## config.mk

```make
export PLATFORM = sky130hd
export DESIGN_NAME = ren_tile_scheduler
export DESIGN_NICKNAME = d
export VERILOG_FILES = /design/src/rtl/ren_pkg.sv /design/src/rtl/ren_tile_walker.sv /design/src/rtl/ren_tile_scheduler.sv
export SDC_FILE = /design/constraint.sdc
export NUM_CORES = 1
export LEC_CHECK = 0
export ABC_AREA = 1
export ABC_CLOCK_PERIOD_IN_PS = 5700
export CORE_AREA = 5 5 274 276
export CTS_CLUSTER_DIAMETER = 100
export DETAILED_ROUTE_END_ITERATION = 10
export DIE_AREA = 0 0 279 281
export HOLD_SLACK_MARGIN = 0.15
export PLACE_DENSITY_LB_ADDON = 0.2
export SETUP_SLACK_MARGIN = 0.5
export SLEW_MARGIN = 0
export SYNTH_ARGS = -nofsm -noshare
export SYNTH_HDL_FRONTEND = slang
export SYNTH_SLANG_ARGS = --single-unit
```

## constraint.sdc

```tcl
create_clock -name clk -period 5.7 [get_ports clk]
set_input_delay 1.14 -clock clk [delete_from_list [all_inputs] [get_ports clk]]
set_output_delay 1.14 -clock clk [all_outputs]
set_load 0.01 [all_outputs]
```

## src/rtl/ren_pkg.sv

```systemverilog
// Shared types and constants for the tile scheduler: tile and edge records,
// the scheduler state encoding and the default geometry.
package ren_pkg;

  localparam int REN_COORD_W    = 16;
  localparam int REN_TILE_SHIFT = 3;
  localparam int REN_SIZE_W     = 8;
  localparam int REN_EDGE_W     = 32;

  localparam logic [REN_SIZE_W-1:0] fpTILE_SIZE = REN_SIZE_W'(1 << REN_TILE_SHIFT);

  // Edge function E(x,y) = a*x + b*y + c, coefficients straight from setup.
  typedef struct packed {
    logic signed [REN_EDGE_W-1:0] a;
    logic signed [REN_EDGE_W-1:0] b;
    logic signed [REN_EDGE_W-1:0] c;
  } edge_t;

  typedef struct packed {
    logic [REN_COORD_W-1:0] x;
    logic [REN_COORD_W-1:0] y;
    logic [REN_SIZE_W-1:0]  size;
  } tile_t;

  typedef enum logic [1:0] {
    IDLE,
    SETUP,
    ISSUE,
    DONE
  } sched_state_e;

endpackage

```

## src/rtl/ren_tile_walker.sv

```systemverilog
// Raster-order tile cursor: loads the aligned bbox origin, steps one tile per
// accepted handshake and flags the final tile of the box.
module ren_tile_walker
  import ren_pkg::*;
#(
  parameter int COORD_W    = REN_COORD_W,
  parameter int TILE_SHIFT = REN_TILE_SHIFT
) (
  input  logic                      clk,
  input  logic                      rstn,
  input  logic signed [COORD_W-1:0] xmin_al,
  input  logic signed [COORD_W-1:0] xmax_al,
  input  logic signed [COORD_W-1:0] ymin_al,
  input  logic signed [COORD_W-1:0] ymax_al,
  input  logic                      load,
  input  logic                      step,
  output logic signed [COORD_W-1:0] x,
  output logic signed [COORD_W-1:0] y,
  output logic                      last
);

  localparam logic signed [COORD_W-1:0] TILE = COORD_W'(1 << TILE_SHIFT);

  logic signed [COORD_W-1:0] x_q, x_d;
  logic signed [COORD_W-1:0] y_q, y_d;

  // NOTE: every always_comb output gets a default first so no path leaves it unassigned (no latch).
  always_comb begin
    x_d = x_q;
    y_d = y_q;
    if (load) begin
      x_d = xmin_al;
      y_d = ymin_al;
    end else if (step) begin
      if (x_q == xmax_al) begin
        x_d = xmin_al;
        y_d = y_q + TILE;
      end else begin
        x_d = x_q + TILE;
      end
    end
  end

  // NOTE: sequential state uses non-blocking assignments only, so all flops update together.
  always_ff @(posedge clk or negedge rstn) begin
    if (!rstn) begin
      x_q <= '0;
      y_q <= '0;
    end else begin
      x_q <= x_d;
      y_q <= y_d;
    end
  end

  assign x    = x_q;
  assign y    = y_q;
  assign last = (x_q == xmax_al) && (y_q == ymax_al);

endmodule

```

## src/rtl/ren_tile_scheduler.sv

```systemverilog
// Tile scheduler: accepts one triangle, clamps and tile-aligns its bbox, then
// hands tiles plus the triangle's edge functions to the rasterizer.
module ren_tile_scheduler
  import ren_pkg::*;
#(
  parameter int COORD_W    = REN_COORD_W,
  parameter int TILE_SHIFT = REN_TILE_SHIFT,
  parameter int SCREEN_W   = 64,
  parameter int SCREEN_H   = 64,
  parameter int CNT_W      = 16
) (
  input  logic                      clk,
  input  logic                      rstn,
  input  logic                      i_en,
  input  logic                      i_tri_valid,
  output logic                      o_tri_ready,
  input  logic signed [COORD_W-1:0] i_bbox_xmin,
  input  logic signed [COORD_W-1:0] i_bbox_xmax,
  input  logic signed [COORD_W-1:0] i_bbox_ymin,
  input  logic signed [COORD_W-1:0] i_bbox_ymax,
  input  edge_t                     i_e0_edge,
  input  edge_t                     i_e1_edge,
  input  edge_t                     i_e2_edge,
  output logic                      o_valid,
  input  logic                      i_busy_r,
  output tile_t                     o_tile,
  output edge_t                     o_e0_edge,
  output edge_t                     o_e1_edge,
  output edge_t                     o_e2_edge,
  output logic                      o_busy,
  output logic                      o_done,
  output logic [CNT_W-1:0]          o_tile_count
);

  localparam logic signed [COORD_W-1:0] XLIM = COORD_W'(SCREEN_W - 1);
  localparam logic signed [COORD_W-1:0] YLIM = COORD_W'(SCREEN_H - 1);

  sched_state_e state_q, state_d;

  logic signed [COORD_W-1:0] xmin_q, xmax_q, ymin_q, ymax_q;
  edge_t                     e0_q, e1_q, e2_q;
  logic [CNT_W-1:0]          cnt_q;

  logic tri_accept, tile_accept, empty, load, step, last;
  logic signed [COORD_W-1:0] xmin_c, xmax_c, ymin_c, ymax_c;
  logic signed [COORD_W-1:0] xmin_al, xmax_al, ymin_al, ymax_al;
  logic signed [COORD_W-1:0] walk_x, walk_y;

  assign o_tri_ready = (state_q == IDLE) && i_en;
  assign tri_accept  = i_tri_valid && o_tri_ready;
  assign o_valid     = (state_q == ISSUE);
  assign tile_accept = o_valid && !i_busy_r;

  // Clamp to the screen using signed compares, then drop to the enclosing tile.
  assign xmin_c = xmin_q[COORD_W-1] ? '0 : xmin_q;
  assign ymin_c = ymin_q[COORD_W-1] ? '0 : ymin_q;
  assign xmax_c = (xmax_q > XLIM) ? XLIM : xmax_q;
  assign ymax_c = (ymax_q > YLIM) ? YLIM : ymax_q;
  assign empty  = (xmin_c > xmax_c) || (ymin_c > ymax_c);

  assign xmin_al = {xmin_c[COORD_W-1:TILE_SHIFT], {TILE_SHIFT{1'b0}}};
  assign xmax_al = {xmax_c[COORD_W-1:TILE_SHIFT], {TILE_SHIFT{1'b0}}};
  assign ymin_al = {ymin_c[COORD_W-1:TILE_SHIFT], {TILE_SHIFT{1'b0}}};
  assign ymax_al = {ymax_c[COORD_W-1:TILE_SHIFT], {TILE_SHIFT{1'b0}}};

  always_comb begin
    state_d = state_q;
    load    = 1'b0;
    step    = 1'b0;
    unique case (state_q)
      IDLE:  if (tri_accept) state_d = SETUP;
      SETUP: begin
        if (empty) begin
          state_d = DONE;
        end else begin
          load    = 1'b1;
          state_d = ISSUE;
        end
      end
      ISSUE: begin
        if (tile_accept) begin
          step = 1'b1;
          if (last) state_d = DONE;
        end
      end
      DONE:  state_d = IDLE;
      default: state_d = IDLE;
    endcase
  end

  always_ff @(posedge clk or negedge rstn) begin
    if (!rstn) begin
      state_q <= IDLE;
    end else begin
      state_q <= state_d;
    end
  end

  always_ff @(posedge clk or negedge rstn) begin
    if (!rstn) begin
      xmin_q <= '0;
      xmax_q <= '0;
      ymin_q <= '0;
      ymax_q <= '0;
      e0_q   <= '0;
      e1_q   <= '0;
      e2_q   <= '0;
      cnt_q  <= '0;
    end else if (tri_accept) begin
      xmin_q <= i_bbox_xmin;
      xmax_q <= i_bbox_xmax;
      ymin_q <= i_bbox_ymin;
      ymax_q <= i_bbox_ymax;
      e0_q   <= i_e0_edge;
      e1_q   <= i_e1_edge;
      e2_q   <= i_e2_edge;
      cnt_q  <= '0;
    end else if (tile_accept && (cnt_q != '1)) begin
      cnt_q <= cnt_q + CNT_W'(1);
    end
  end

  ren_tile_walker #(
    .COORD_W    (COORD_W),
    .TILE_SHIFT (TILE_SHIFT)
  ) u_walker (
    .clk     (clk),
    .rstn    (rstn),
    .xmin_al (xmin_al),
    .xmax_al (xmax_al),
    .ymin_al (ymin_al),
    .ymax_al (ymax_al),
    .load    (load),
    .step    (step),
    .x       (walk_x),
    .y       (walk_y),
    .last    (last)
  );

  assign o_tile.x     = walk_x;
  assign o_tile.y     = walk_y;
  assign o_tile.size  = o_valid ? fpTILE_SIZE : '0;
  assign o_e0_edge    = e0_q;
  assign o_e1_edge    = e1_q;
  assign o_e2_edge    = e2_q;
  assign o_busy       = (state_q != IDLE);
  assign o_done       = (state_q == DONE);
  assign o_tile_count = cnt_q;

endmodule

```

==> metrics.md <==
| Metric | Value |
|---|---|
| Fin cells | `3854` |
| Worst-Skew Late Latency | `0.60 ns` |
| Worst r2r src | `ymax_q[15]` |
| Vias in the first global route | `17.3k` |
| GP Congestion | `0.879` |
| DPL Wire Length | `55100 µm` |
| Slew Limit Fails | `0` |
| CP endpoint kind | `flop` |
| WP data required | `6.21 ns` |
| Final-report hold violation count | `0` |
| Setup Skew | `0.0222 ns` |
| Post-synthesis sequential area ratio | `56.6%` |
| Initial detailed-routing violation count | `848` |
| Clock transition at the registers of the reported paths | `0.06 ns` |
| Psw | `5320 µW` |
| Gr ovfl total | `0` |
| Synth Instances | `2191` |
| Hold_sp | `o_e0_edge[71]` |
| Footprint of the multi-input gates | `6730 µm²` |
| Switching Share | `37.5%` |
| Vert. Die Dim | `281 µm` |
| Hold WC Path Type | `reg -> reg` |
| WP data arrival | `4.63 ns` |
| Max rail drop VDD | `0.269 mV` |
| Final #Nets | `3244` |
| Die Wd | `279 µm` |
| Power Dens Cells | `525 nW/µm²` |
| Int Power | `8870 µW` |
| Vias per Instance | `4.22` |
| Seq cells post-synth | `396` |
| Crit path max-delay family | `simple AND/OR/NAND/NOR gates` |
| Drt pass-1 iters | `4` |
| Fmax | `243 MHz` |
| DRC | `0` |
| Mean post-synth cell area | `7.99 µm²` |
| CP bufs+invs | `3` |
| R2r setup slk | `1.58 ns` |
| Vias | `16.3k` |
| Core area | `72300 µm²` |
| Share of cells above drive strength 1 | `3.81%` |
| Fin Setup TNS | `0 ns` |
| IO Pins | `705` |
| Max Cap Viol | `0` |
| TritonCTS clock tree | `built` |
| Most Crowded Layer GR | `met2` |
| WS Path Type | `reg -> reg` |
| Critical path launch point | `ymax_q[15]` |
| Final ANT Viol Nets | `0` |
| # resized after CTS | `0` |
| Peak fanout along the critical path | `31` |
| CP max stage cell | `nand2_1` |
| Post-CTS Setup Bufs | `0` |
| CP peak stage delay | `0.64 ns` |
| H-tree levels | `2` |
| Mapped Area | `17500 µm²` |
| Period Utilization, post-route | `72.2%` |
| CTS Root Cell | `clkbuf_16` |
| Commonest non-fill, non-tap cell in the layout | `nand2_1` |
| Clock Path Buffers | `3` |
| Worst path cell trace | `inv_1 -> nand2_1 -> nand2_1 -> inv_1 -> ha_1 -> a21oi_1 -> nor2_1 -> nor3_1 -> nand2_1 -> nand2_1 -> nand3_1 -> nand2_1 -> nand3_2 -> nand2_1 -> nand2_4 -> inv_2 -> nand2_1 -> nand2_1` |
| Hold-fix buffers at CTS | `0` |
| Yosys cell types | `35` |
| Worst Setup Start Kind | `flop` |
| Crit-path most repeated cell | `nand2_1` |
| # rows | `99` |
| Number of buffers created by CTS | `49` |
| First-pass GRT wire length | `108000 µm` |
| Seq pwr share | `34.2%` |
| WL/cell | `18.9 µm` |
| Outcome | `finished, final reports clean` |
| Clock sink total | `396` |
| Layout area overhead | `54.4%` |
| # port buffers | `691` |
| Worst-margin pin slew | `1.03 ns` |
| Fillers | `7430` |
| Placed cells | `3757` |
| Met2 Usage GRT | `32.7%` |
| Combinational Power Share | `43.1%` |
| Largest net degree at the start of global routing | `165` |
| Rel. slew slack | `31.0%` |
| Minimum clock period | `4.12 ns` |
| All-layer global routing usage | `17.9%` |
| Syn. warnings | `0` |
| Overall routed net length | `72900 µm` |
| Die footprint | `78400 µm²` |
| Final setup vio count | `0` |
| Clock power share | `22.6%` |
| Met3 Use GR | `5.94%` |
| Leakage | `0.0133 µW` |
| Initial core utilization | `24.2%` |
| M1 GR Usage | `19.9%` |
| Initial antenna violation count | `20` |
| Seq. cell area | `9910 µm²` |
| RSZ-0062 raised after global routing | `no` |
| Most frequent cells in the layout | `nand2_1 (1254), clkdlybuf4s50_1 (690), dfrtp_1 (396)` |
## tightest hold or removal path: cells and delay by family, from the launching register on
family | cells | cell delay, ns
DFF | 1 | 0.34
and+or+nand+nor | 2 | 0.10
## per-layer routing
metal / share of wire (%) / vias up / wire length (µm)
li1: - / 7969 / -
met2: 52 / 484 / 38200
met5: 0.18 / - / 130
met3: 7.5 / 111 / 5480
met1: 37 / 7699 / 27300
met4: 2.5 / 20 / 1830
## stage by stage
step | hold slack [ns] | power (µW) | cell area, µm² | setup slack, ns | util (%)
floorplan | 0.441 | 7520 | 17600 | 2.98 | -
global route | 0.490 | 15200 | 27000 | 1.02 | 37.3
detailed placement | 0.464 | 11100 | 25300 | 1.61 | 35.0
CTS | 0.480 | 14400 | 27000 | 1.56 | 37.3
finish | 0.475 | 14200 | 27000 | 1.58 | 37.4
global placement | 0.462 | 11000 | 25300 | 1.68 | 35.0
## flip-flops by register name (all words and copies together) (netlist names)
signal,cells
u_walker.y,13
xmin_q,16
ymax_q,16
o_e2_edge,96
ymin_q,16
o_e1_edge,96
o_e0_edge,96
u_walker.x,13
xmax_q,16
state_q,2
o_tile_count,16
## power groups by stage
stage                     logic, µW  clock network (µW)  registers, µW
final                          6120                3210           4860
after global routing           6750                3430           5020
after CTS                      6250                3320           4860
after detailed placement       6220                   0           4860
after global placement         6170                   0           4840
after floorplan                2310                   0           5200
## cell usage after synthesis (all sizes together)
library cell	instances	area, µm²
xnor2	3	26.3
o21bai	1	7.51
a21oi	24	120
nor3	11	55.1
a211oi	4	30.0
o211ai	1	7.51
or2	3	18.8
nor2	70	268
clkinv	1	3.75
clkbuf	73	274
nand3b	4	30.0
nand4	1	6.26
ha	38	475
nand3	52	265
nor4	1	6.26
dfrtp	396	9910
inv	115	432
buf	33	214
o21a	1	7.51
conb	1	3.75
xor2	23	201
and3	1	6.26
nor3b	1	7.51
o21ai	69	349
nand2	1264	4780
## logic make-up (layout without fill, tap and decap cells)
logic type | after synthesis | in the layout | share of synthesized area [%]
simple gates | 1408 | 1408 | 31.1
fa+ha+maj | 38 | 38 | 2.72
buf+inv | 222 | 905 | 5.27
xor+xnor | 26 | 26 | 1.30
flops | 396 | 396 | 56.6
compound gates | 100 | 100 | 2.98
other cells | 1 | 22 | 0.0214
## final cells by class
| cell class | instances | area share, % |
|---|---|---|
| sequential | 396 | 36.7 |
| timing repair buffer | 701 | 26.1 |
| multi-input combinational | 1585 | 24.9 |
| clock buffer | 68 | 5.10 |
| tap | 959 | 4.44 |
| inverter | 116 | 1.64 |
| clock inverter | 20 | 1.06 |
| antenna | 9 | 0.0833 |
## path summary, 6_finish.rpt
| path | to | cells past startpoint |
|---|---|---|
| worst max-delay path | u_walker.y[3] | 18 |
| worst min-delay path | o_e0_edge[71] | 2 |
| worst max register to register | u_walker.y[3] | 18 |
| worst min register to register | o_e0_edge[71] | 2 |
| max in group asynchronous | o_e2_edge[1] | 2 |
| min in group asynchronous | o_e2_edge[51] | 1 |
Note: power is estimated with default switching activity, not from simulation.
